--- config.mk ---
export PLATFORM = sky130hd
export DESIGN_NAME = palette_mapper
export DESIGN_NICKNAME = d
export VERILOG_FILES = /design/src/rtl/palette_mapper.sv
export SDC_FILE = /design/constraint.sdc
export NUM_CORES = 1
export LEC_CHECK = 0
export CORE_UTILIZATION = 35
export DETAILED_ROUTE_END_ITERATION = 12
export GPL_TIMING_DRIVEN = 0
export PLACE_DENSITY_LB_ADDON = 0.25
export REMOVE_ABC_BUFFERS = 1
export SLEW_MARGIN = 20
export SYNTH_ARGS = -nofsm -noshare
export SYNTH_HDL_FRONTEND = slang
export SYNTH_SLANG_ARGS = --single-unit
--- constraint.sdc ---
create_clock -name clkvideo -period 4.4 [get_ports clkvideo]
set_clock_uncertainty 0.15 [all_clocks]
set_input_delay 0.66 -clock clkvideo [delete_from_list [all_inputs] [get_ports clkvideo]]
set_output_delay 0.66 -clock clkvideo [all_outputs]
set_load 0.1 [all_outputs]
--- src/rtl/palette_mapper.sv ---
// palette_mapper: maps object-hit flags plus a colour-mode select to an RGB
// word through a writable palette RAM. Two-stage pixel pipeline, self-filling
// mono palette after reset, run-time write port for the control/OSD logic.
// Optional second read port for palette readback: PALETTE_MAPPER_READBACK_EN.
module palette_mapper #(
  parameter int NUM_OBJ = 4,
  parameter int MODE_W  = 4,
  parameter int BPC     = 4,
  parameter int SLOT_W  = 3
) (
  input  logic                      clkvideo,
  input  logic                      reset,
  input  logic                      hsync,
  input  logic [NUM_OBJ-1:0]        vincomp,
  input  logic [MODE_W-1:0]         vmode,
  input  logic                      pal_we,
  input  logic [MODE_W+SLOT_W-1:0]  pal_addr,
  input  logic [3*BPC-1:0]          pal_wdata,
  output logic                      pal_ready,
  output logic                      hsync_out,
  output logic [3*BPC-1:0]          voutrgb
`ifdef PALETTE_MAPPER_READBACK_EN
  ,
  input  logic                      pal_re,
  output logic [3*BPC-1:0]          pal_rdata
`endif
);

  localparam int AW    = MODE_W + SLOT_W;
  localparam int DEPTH = 1 << AW;
  localparam int DW    = 3 * BPC;

  typedef enum logic {INIT, RUN} state_t;

  state_t            state, state_nx;
  logic [AW-1:0]     init_cnt;
  logic [DW-1:0]     mem [DEPTH];

  logic              wr_en;
  logic [AW-1:0]     wr_addr;
  logic [DW-1:0]     wr_data;
  logic [SLOT_W-1:0] slot;

  logic [AW-1:0]     s1_addr;
  logic              s1_hs;
  logic [DW-1:0]     ram_q;
  logic              s2_hs;

  // State register and init sweep counter.
  // NOTE: sequential state uses non-blocking assignments so every register
  // samples pre-edge values regardless of block evaluation order.
  always_ff @(posedge clkvideo) begin
    if (reset) begin
      state    <= INIT;
      init_cnt <= '0;
    end else begin
      state <= state_nx;
      if (state == INIT) init_cnt <= init_cnt + 1'b1;
    end
  end

  // Next-state: leave INIT once the last address has been written.
  // NOTE: every always_comb output gets a default first so no latch is inferred.
  always_comb begin
    state_nx = state;
    if (state == INIT && init_cnt == '1) state_nx = RUN;
  end

  assign pal_ready = (state == RUN);

  // Write-port mux: init sweep owns the RAM until RUN; user writes need pal_ready.
  always_comb begin
    wr_en   = 1'b0;
    wr_addr = pal_addr;
    wr_data = pal_wdata;
    if (state == INIT) begin
      wr_en   = 1'b1;
      wr_addr = init_cnt;
      wr_data = (init_cnt[SLOT_W-1:0] == '0) ? '0 : '1;
    end else if (pal_we) begin
      wr_en = 1'b1;
    end
  end

  // Fixed-priority slot encode: lowest set object bit wins, slot 0 if none.
  always_comb begin
    slot = '0;
    for (int i = NUM_OBJ - 1; i >= 0; i--) begin
      if (vincomp[i]) slot = SLOT_W'(i + 1);
    end
  end

  // Palette RAM write port.
  // NOTE: the RAM array itself has no reset; the INIT sweep fills every entry.
  always_ff @(posedge clkvideo) begin
    if (wr_en) mem[wr_addr] <= wr_data;
  end

  // Pixel pipeline: stage 1 address/hsync, stage 2 read-first RAM data/hsync.
  always_ff @(posedge clkvideo) begin
    if (reset) begin
      s1_addr <= '0;
      s1_hs   <= 1'b0;
      ram_q   <= '0;
      s2_hs   <= 1'b0;
    end else begin
      s1_addr <= {vmode, slot};
      s1_hs   <= hsync;
      ram_q   <= mem[s1_addr];
      s2_hs   <= s1_hs;
    end
  end

  assign hsync_out = s2_hs;
  assign voutrgb   = (s2_hs || !pal_ready) ? '0 : ram_q;

`ifdef PALETTE_MAPPER_READBACK_EN
  // Readback port: one-cycle read of pal_addr, holds when idle, 0 before RUN.
  always_ff @(posedge clkvideo) begin
    if (reset) begin
      pal_rdata <= '0;
    end else if (pal_re) begin
      pal_rdata <= pal_ready ? mem[pal_addr] : '0;
    end
  end
`endif

endmodule

==> results.ini, run 1 <==
[outcome]
outcome = finished clean

[pwr]
irDropWorstVdd_mv = 0.4378
p_per_area_nw_per_um2 = 459.3
p_leak_nw = 20.82

[route]
detail_route.first_pass.iterations = 5
finalWirelength_um = 146000
drtIter0Drc = 2848
ant_nets = 0
via_count = 28300
drc = 0
wl_per_cell_um = 27.42
routed_via_density = 5.316

[die]
fp.dieH_um = 416.1
die_w_um = 416.1
ioPinCount = 45
start_util_pct = 35.34
coreArea_um2 = 169800
rows = 151
fp.dieArea_um2 = 173200

[timing]
max_slew_margin_pct = 23.51
worst_slew_pin_slew_ns = 1.144
setup_violations = 0
maxSlewViolCount = 0
fin_crit_ns = 4.317
rsz0062_at_grt = no
hold_viol_final = 0
finalCritPeriodShare_pct = 98.12
max_freq_mhz = 231.6
fin_tns_setup_ns = 0

[yosys]
synthArstFlopShare_pct = 0
synth_xor_area_share_pct = 0.07296
yosysWarnings = 0
synth_compound_area_share_pct = 3.010
synth-simple-area-share_pct = 2.764
ys_ff_latch = 1565
avgSynthCellArea_um2 = 20.89
synthMuxAreaShare_pct = 15.00
synthesis.area_um2 = 60020
ys_types = 45
synthFlopType = edfxtp_1
ys_seq_area_share_pct = 77.81
synth_edf_count = 1536
synth_fa_ha_area_share_pct = 0.04169
synth_top_family_by_area = multiplexers
synthCells = 2873

[placement]
place_inst = 5045
dp_hpwl_um = 91240
io_buffers = 44
gp_congestion = 0.7757

[worst_setup_path]
cp_data_arrival_time_ns = 4.79
worst-path-buf-inv = 5
max_stage_delay_ns = 0.55
cp.required_ns = 4.88
crit_path_end_kind = register
worst_setup_path_start_kind = register
path_cells = buf_16 -> buf_12 -> buf_16 -> buf_16 -> buf_12 -> mux4_2 -> a22oi_1 -> nand4_1 -> nor4_4 -> a21oi_1
cp_slowest_cell = nand4_1
critPathTopFamily = buffers and inverters
cpMostUsedCell = buf_16
cp_max_fo = 29
critical_path_class = register to register
rrSetupSlack_ns = 0.08

[finish]
syn_to_final_growth_pct = 15.54
instances_no_fill = 5324
nNetsFinal = 3020
fill_cells = 14790
drive_gt1_share_pct = 24.81

[clock_network]
ctsHoldBuffers = 0
clk_path_buf_depth = 3
ctsHtreeMaxLevel = 4
clkLatencyLatePin_ns = 0.80
cts.sinks = 1565
tritoncts = yes
clk_pin_slew_ns = 0.06
root_buffer = clkbuf_16
cts_buffers = 155

[global_route]
grt_max_degree = 69
grt_use_total_pct = 16.74
antenna_found_initial = 1
grt_pass1_vias = 28380
overflow = 0
grt_pass1_wl_um = 208600

[worst_hold_path]
hold_path_class = primary input to register

[run]
cap_violations = 0

==> cells in the final DEF, fill, tap and decap left out, types with 9 or more instances in the layout <==
cell | netlist | final
nor2_2 | 0 | 136
nor2_1 | 175 | 38
dfxtp_1 | 29 | 24
a22oi_1 | 165 | 161
clkdlybuf4s50_1 | 0 | 31
a21oi_1 | 19 | 18
clkinv_2 | 0 | 24
nand3_1 | 53 | 45
edfxtp_1 | 1536 | 1536
buf_16 | 0 | 24
clkbuf_16 | 0 | 163
clkinv_1 | 1 | 30
nand2b_1 | 10 | 10
nor4_4 | 0 | 9
nand4_1 | 24 | 24
buf_12 | 0 | 27
mux4_2 | 302 | 302
and2_1 | 19 | 18
a21o_4 | 0 | 12
clkbuf_1 | 57 | 41
nand2_1 | 40 | 40
o22ai_1 | 24 | 24
mux2i_1 | 218 | 218
inv_1 | 10 | 10
==> timing repair <==
item,in CTS,in global routing
pin swaps,5,0
setup buffers,2,1
endpoints found under the setup margin,22,39
resized for setup,39,4
==> power by group <==
group	switching, mW	total, mW	internal (mW)
Combinational	1.47	2.18	0.714
Sequential	0.0398	17.0	17.0
Clock	5.51	12.7	7.17
==> sequential cells by signal, summed over array words and instances (netlist names) <==
name / flops
hsync_out: 1
init_cnt: 7
mem: 1536
pal_ready: 1
ram_q: 12
s1_addr: 7
s1_hs: 1
==> cell families (layout without fill, tap and decap cells) <==
logic type | after synthesis | in the layout
simple gates | 363 | 363
other cells | 0 | 2
fa+ha+maj | 2 | 2
flops | 1565 | 1565
buf+inv | 166 | 397
compound gates | 250 | 250
mux | 522 | 522
xor+xnor | 5 | 5
==> layer usage <==
| metal | GRT usage (%) | wire length [um] | vias up | share of wire, % |
|---|---|---|---|---|
| met5 | 0 | 0 | - | 0 |
| met4 | 4.541 | 2993 | 0 | 2.0 |
| met3 | 2.404 | 7397 | 189 | 5.1 |
| met2 | 27.10 | 71030 | 731 | 49 |
| met1 | 23.64 | 64580 | 15190 | 44 |
| li1 | - | - | 12190 | - |
==> layout make-up <==
class,count,area (um^2),share of cell area (%)
Clock inverter,66,483.0,0.6964
Inverter,11,42.54,0.06134
Sequential cell,1565,46720,67.37
Antenna cell,2,5.005,0.007216
Tap cell,2218,2775,4.002
Multi-Input combinational cell,1142,13230,19.08
Timing Repair Buffer,112,1804,2.602
Clock buffer,208,4288,6.183
==> Yosys cell counts (all sizes together), types with 6 or more instances <==
master  count  area, um^2
a21o       12       90.09
inv        10       37.54
nor3       10       50.05
mux4      302        6802
nand3      53       265.3
and2       19       118.9
edfxtp   1536       46120
mux2i     218        2182
o22ai      24       150.1
nand2b     10       62.56
nor4        9       56.30
a21oi      19       95.09
clkbuf     57       214.0
buf        98       521.7
a22oi     165        1239
nand2      40       150.1
dfxtp      29       580.6
a31oi       6       37.54
nor2      175       656.9
nand4      24       150.1
nor2b      14       87.58
==> worst reg2reg max path: stages, from the launching register on <==
cell and delay [ns]:
dfxtp_4 0.38, buf_16 0.24, buf_12 0.28, buf_16 0.29, buf_16 0.29, buf_12 0.26, mux4_2 0.55, a22oi_1 0.50
nand4_1 0.55, nor4_4 0.48, a21oi_1 0.19
==> metrics by stage <==
| stage | utilization, % | setup WS, ns | area (um^2) | power, mW | hold slack (ns) |
|---|---|---|---|---|---|
| detailed placement | 37.91 | -0.8710 | 64390 | 19.50 | 0.2780 |
| finish | 40.83 | 0.08263 | 69350 | 31.86 | 0.2529 |
| CTS | 40.81 | 0.003789 | 69310 | 32.11 | 0.2130 |
| global placement | 36.80 | -25.56 | 62500 | 20.16 | 0.2703 |
| floorplan | - | -11.74 | 59290 | 18.96 | 0.2638 |
| global route | 40.83 | 0.01477 | 69350 | 32.76 | 0.2542 |
==> worst paths after layout <==
kind	cells past startpoint	to	startpoint
setup / recovery	10	ram_q[9]$_SDFF_PP0_	s1_addr[0]$_SDFF_PP0_
setup reg to reg	10	ram_q[9]$_SDFF_PP0_	s1_addr[0]$_SDFF_PP0_
hold / removal	2	s1_addr[0]$_SDFF_PP0_	reset
hold reg to reg	1	hsync_out$_SDFF_PP0_	s1_hs$_SDFF_PP0_
No activity file was read; power rests on OpenSTA's default activity.
==> run 2, diff against run 1 <==
--- a/config.mk
+++ b/config.mk
@@ -9,7 +9,6 @@
 export DETAILED_ROUTE_END_ITERATION = 12
 export GPL_TIMING_DRIVEN = 0
 export PLACE_DENSITY_LB_ADDON = 0.25
-export REMOVE_ABC_BUFFERS = 1
 export SLEW_MARGIN = 20
 export SYNTH_ARGS = -nofsm -noshare
 export SYNTH_HDL_FRONTEND = slang
==> results.ini, run 2 (same netlist as run 1, synthesis figures left out) <==
[clock_network]
cts_buffers = 161
tritoncts = yes
root_buffer = clkbuf_16
clk_path_buf_depth = 3
clk_pin_slew_ns = 0.06
cts.sinks = 1565
cts_resized = 54
ctsHoldBuffers = 0
ctsHtreeMaxLevel = 4
clkLatencyLatePin_ns = 0.79
post-cts-setup-buffers = 0

[worst_setup_path]
crit_path_end_kind = register
critical_path_class = register to register
cp_max_fo = 10
cp_data_arrival_time_ns = 4.88
worst_setup_path_start_kind = register
cp.required_ns = 4.87

[outcome]
violations = negative setup slack
outcome = finished with violations

[global_route]
grt_use_total_pct = 19.03
grt_pass1_wl_um = 230400
grt_pass1_vias = 29630
antenna_found_initial = 2
grt_max_degree = 73
overflow = 0

[yosys]
syn-num-nets = 2906

[timing]
max_freq_mhz = 226.6
finalCritPeriodShare_pct = 100.3
max_slew_margin_pct = 23.63
rsz0062_at_grt = no
fin_crit_ns = 4.412
setup_violations = 2
setup_slack_ns = -0.01225
hold_slack_ns = 0.1746
hold_viol_final = 0
worst_slew_pin_slew_ns = 1.146
maxSlewViolCount = 0

[route]
drc = 0
drtIter0Drc = 3270
finalWirelength_um = 166300
routed_via_density = 5.453
ant_nets = 0
wl_per_cell_um = 30.47
via_count = 29760
detail_route.first_pass.iterations = 6

[run]
cap_violations = 0

[finish]
final_area_um2 = 69380
final_cell_mix = 1536 x edfxtp_1, 302 x mux4_2, 218 x mux2i_1
final_common_cell = edfxtp_1
diodes = 0
reg_top3 = mem: 1536 flops, ram_q: 12 flops
instances_no_fill = 5458
largest_register_ff_count = 1536
post-route-util_pct = 40.85
largest_register = mem
nNetsFinal = 3148
fill_cells = 14790
syn_to_final_growth_pct = 15.59
drive_gt1_share_pct = 25.06

[die]
die_w_um = 416.1
rows = 151
start_util_pct = 35.34
ioPinCount = 45
fp.dieH_um = 416.1
fp.dieArea_um2 = 173200
coreArea_um2 = 169800

[pwr]
p_leak_nw = 21.03
irDropWorstVdd_mv = 0.4553
p_per_area_nw_per_um2 = 465.9

[worst_hold_path]
hold_path_class = primary input to register

[placement]
gp_congestion = 1.017
place_inst = 5170
place_area_um2 = 64310
io_buffers = 43
dp_hpwl_um = 112200

-- run 2: cell count changes in the layout (fill, tap and decap cells not counted), moves of 9 or more --
| cell | delta |
|---|---|
| buf_1 | +12 |
| clkbuf_2 | +10 |
| nor4_4 | -9 |
| nor2_1 | +10 |
| buf_12 | -19 |
| buf_2 | +70 |
| nor2_2 | -9 |
| buf_16 | -12 |
| clkbuf_1 | +46 |
-- run 2: cell type report --
class                   instances  area, um^2  area share (%)
clock buffers                 208        4353           6.274
clock inverters                80       618.1          0.8909
inverters                      11       41.29         0.05951
plain buffers                 155       765.7           1.104
repair buffers                 79        1117           1.610
flip-flops and latches       1565       46700           67.32
well taps                    2218        2775           4.000
multi-input cells            1142       13000           18.74
-- run 2: stage by stage --
stage | setup TNS (ns) | power, mW | setup slack [ns]
floorplan | 0 | 18.46 | 0.2951
global placement | -2457.16 | 19.47 | -2.613
detailed placement | -34.65 | 19.59 | -0.5443
CTS | 0 | 32.54 | 0.02831
global route | 0 | 33.18 | 0.03905
finish | -0.01625 | 32.32 | -0.01225
-- run 2: final timing paths --
check | from | end | slack (ns) | cells past startpoint
hold reg to reg | s1_hs$_SDFF_PP0_ | hsync_out$_SDFF_PP0_ | 0.29 | 1
setup / recovery | s1_addr[1]$_SDFF_PP0_ | ram_q[9]$_SDFF_PP0_ | -0.01 | 8
setup reg to reg | s1_addr[1]$_SDFF_PP0_ | ram_q[9]$_SDFF_PP0_ | -0.01 | 8
hold / removal | reset | s1_addr[3]$_SDFF_PP0_ | 0.17 | 2
-- run 2: worst max-delay path, stage by stage, from the launching register on --
cell and delay, ns:
dfxtp_1 0.30, buf_2 0.22, buf_2 0.53, clkdlybuf4s15_2 0.60
mux4_2 0.41, a22oi_1 0.46, nand4_1 0.57, nor4_2 0.75
a21oi_1 0.21
-- run 2: per-layer routing --
metal / GRT usage [%] / vias to the layer above / wire [um]
met1: 25.51 / 15920 / 69490
met4: 7.330 / 0 / 6302
met5: 0 / - / 0
met2: 30.29 / 1110 / 79090
met3: 4.169 / 269 / 11420
li1: - / 12470 / -
-- run 2: power by group --
group | switching [mW] | leakage (nW) | internal (mW) | total, mW
clock | 5.71 | 2.42 | 7.34 | 13.0
sequential | 0.0294 | 14.1 | 17.0 | 17.0
combinational | 1.61 | 4.54 | 0.669 | 2.28
total | 7.35 | 21.0 | 25.0 | 32.3
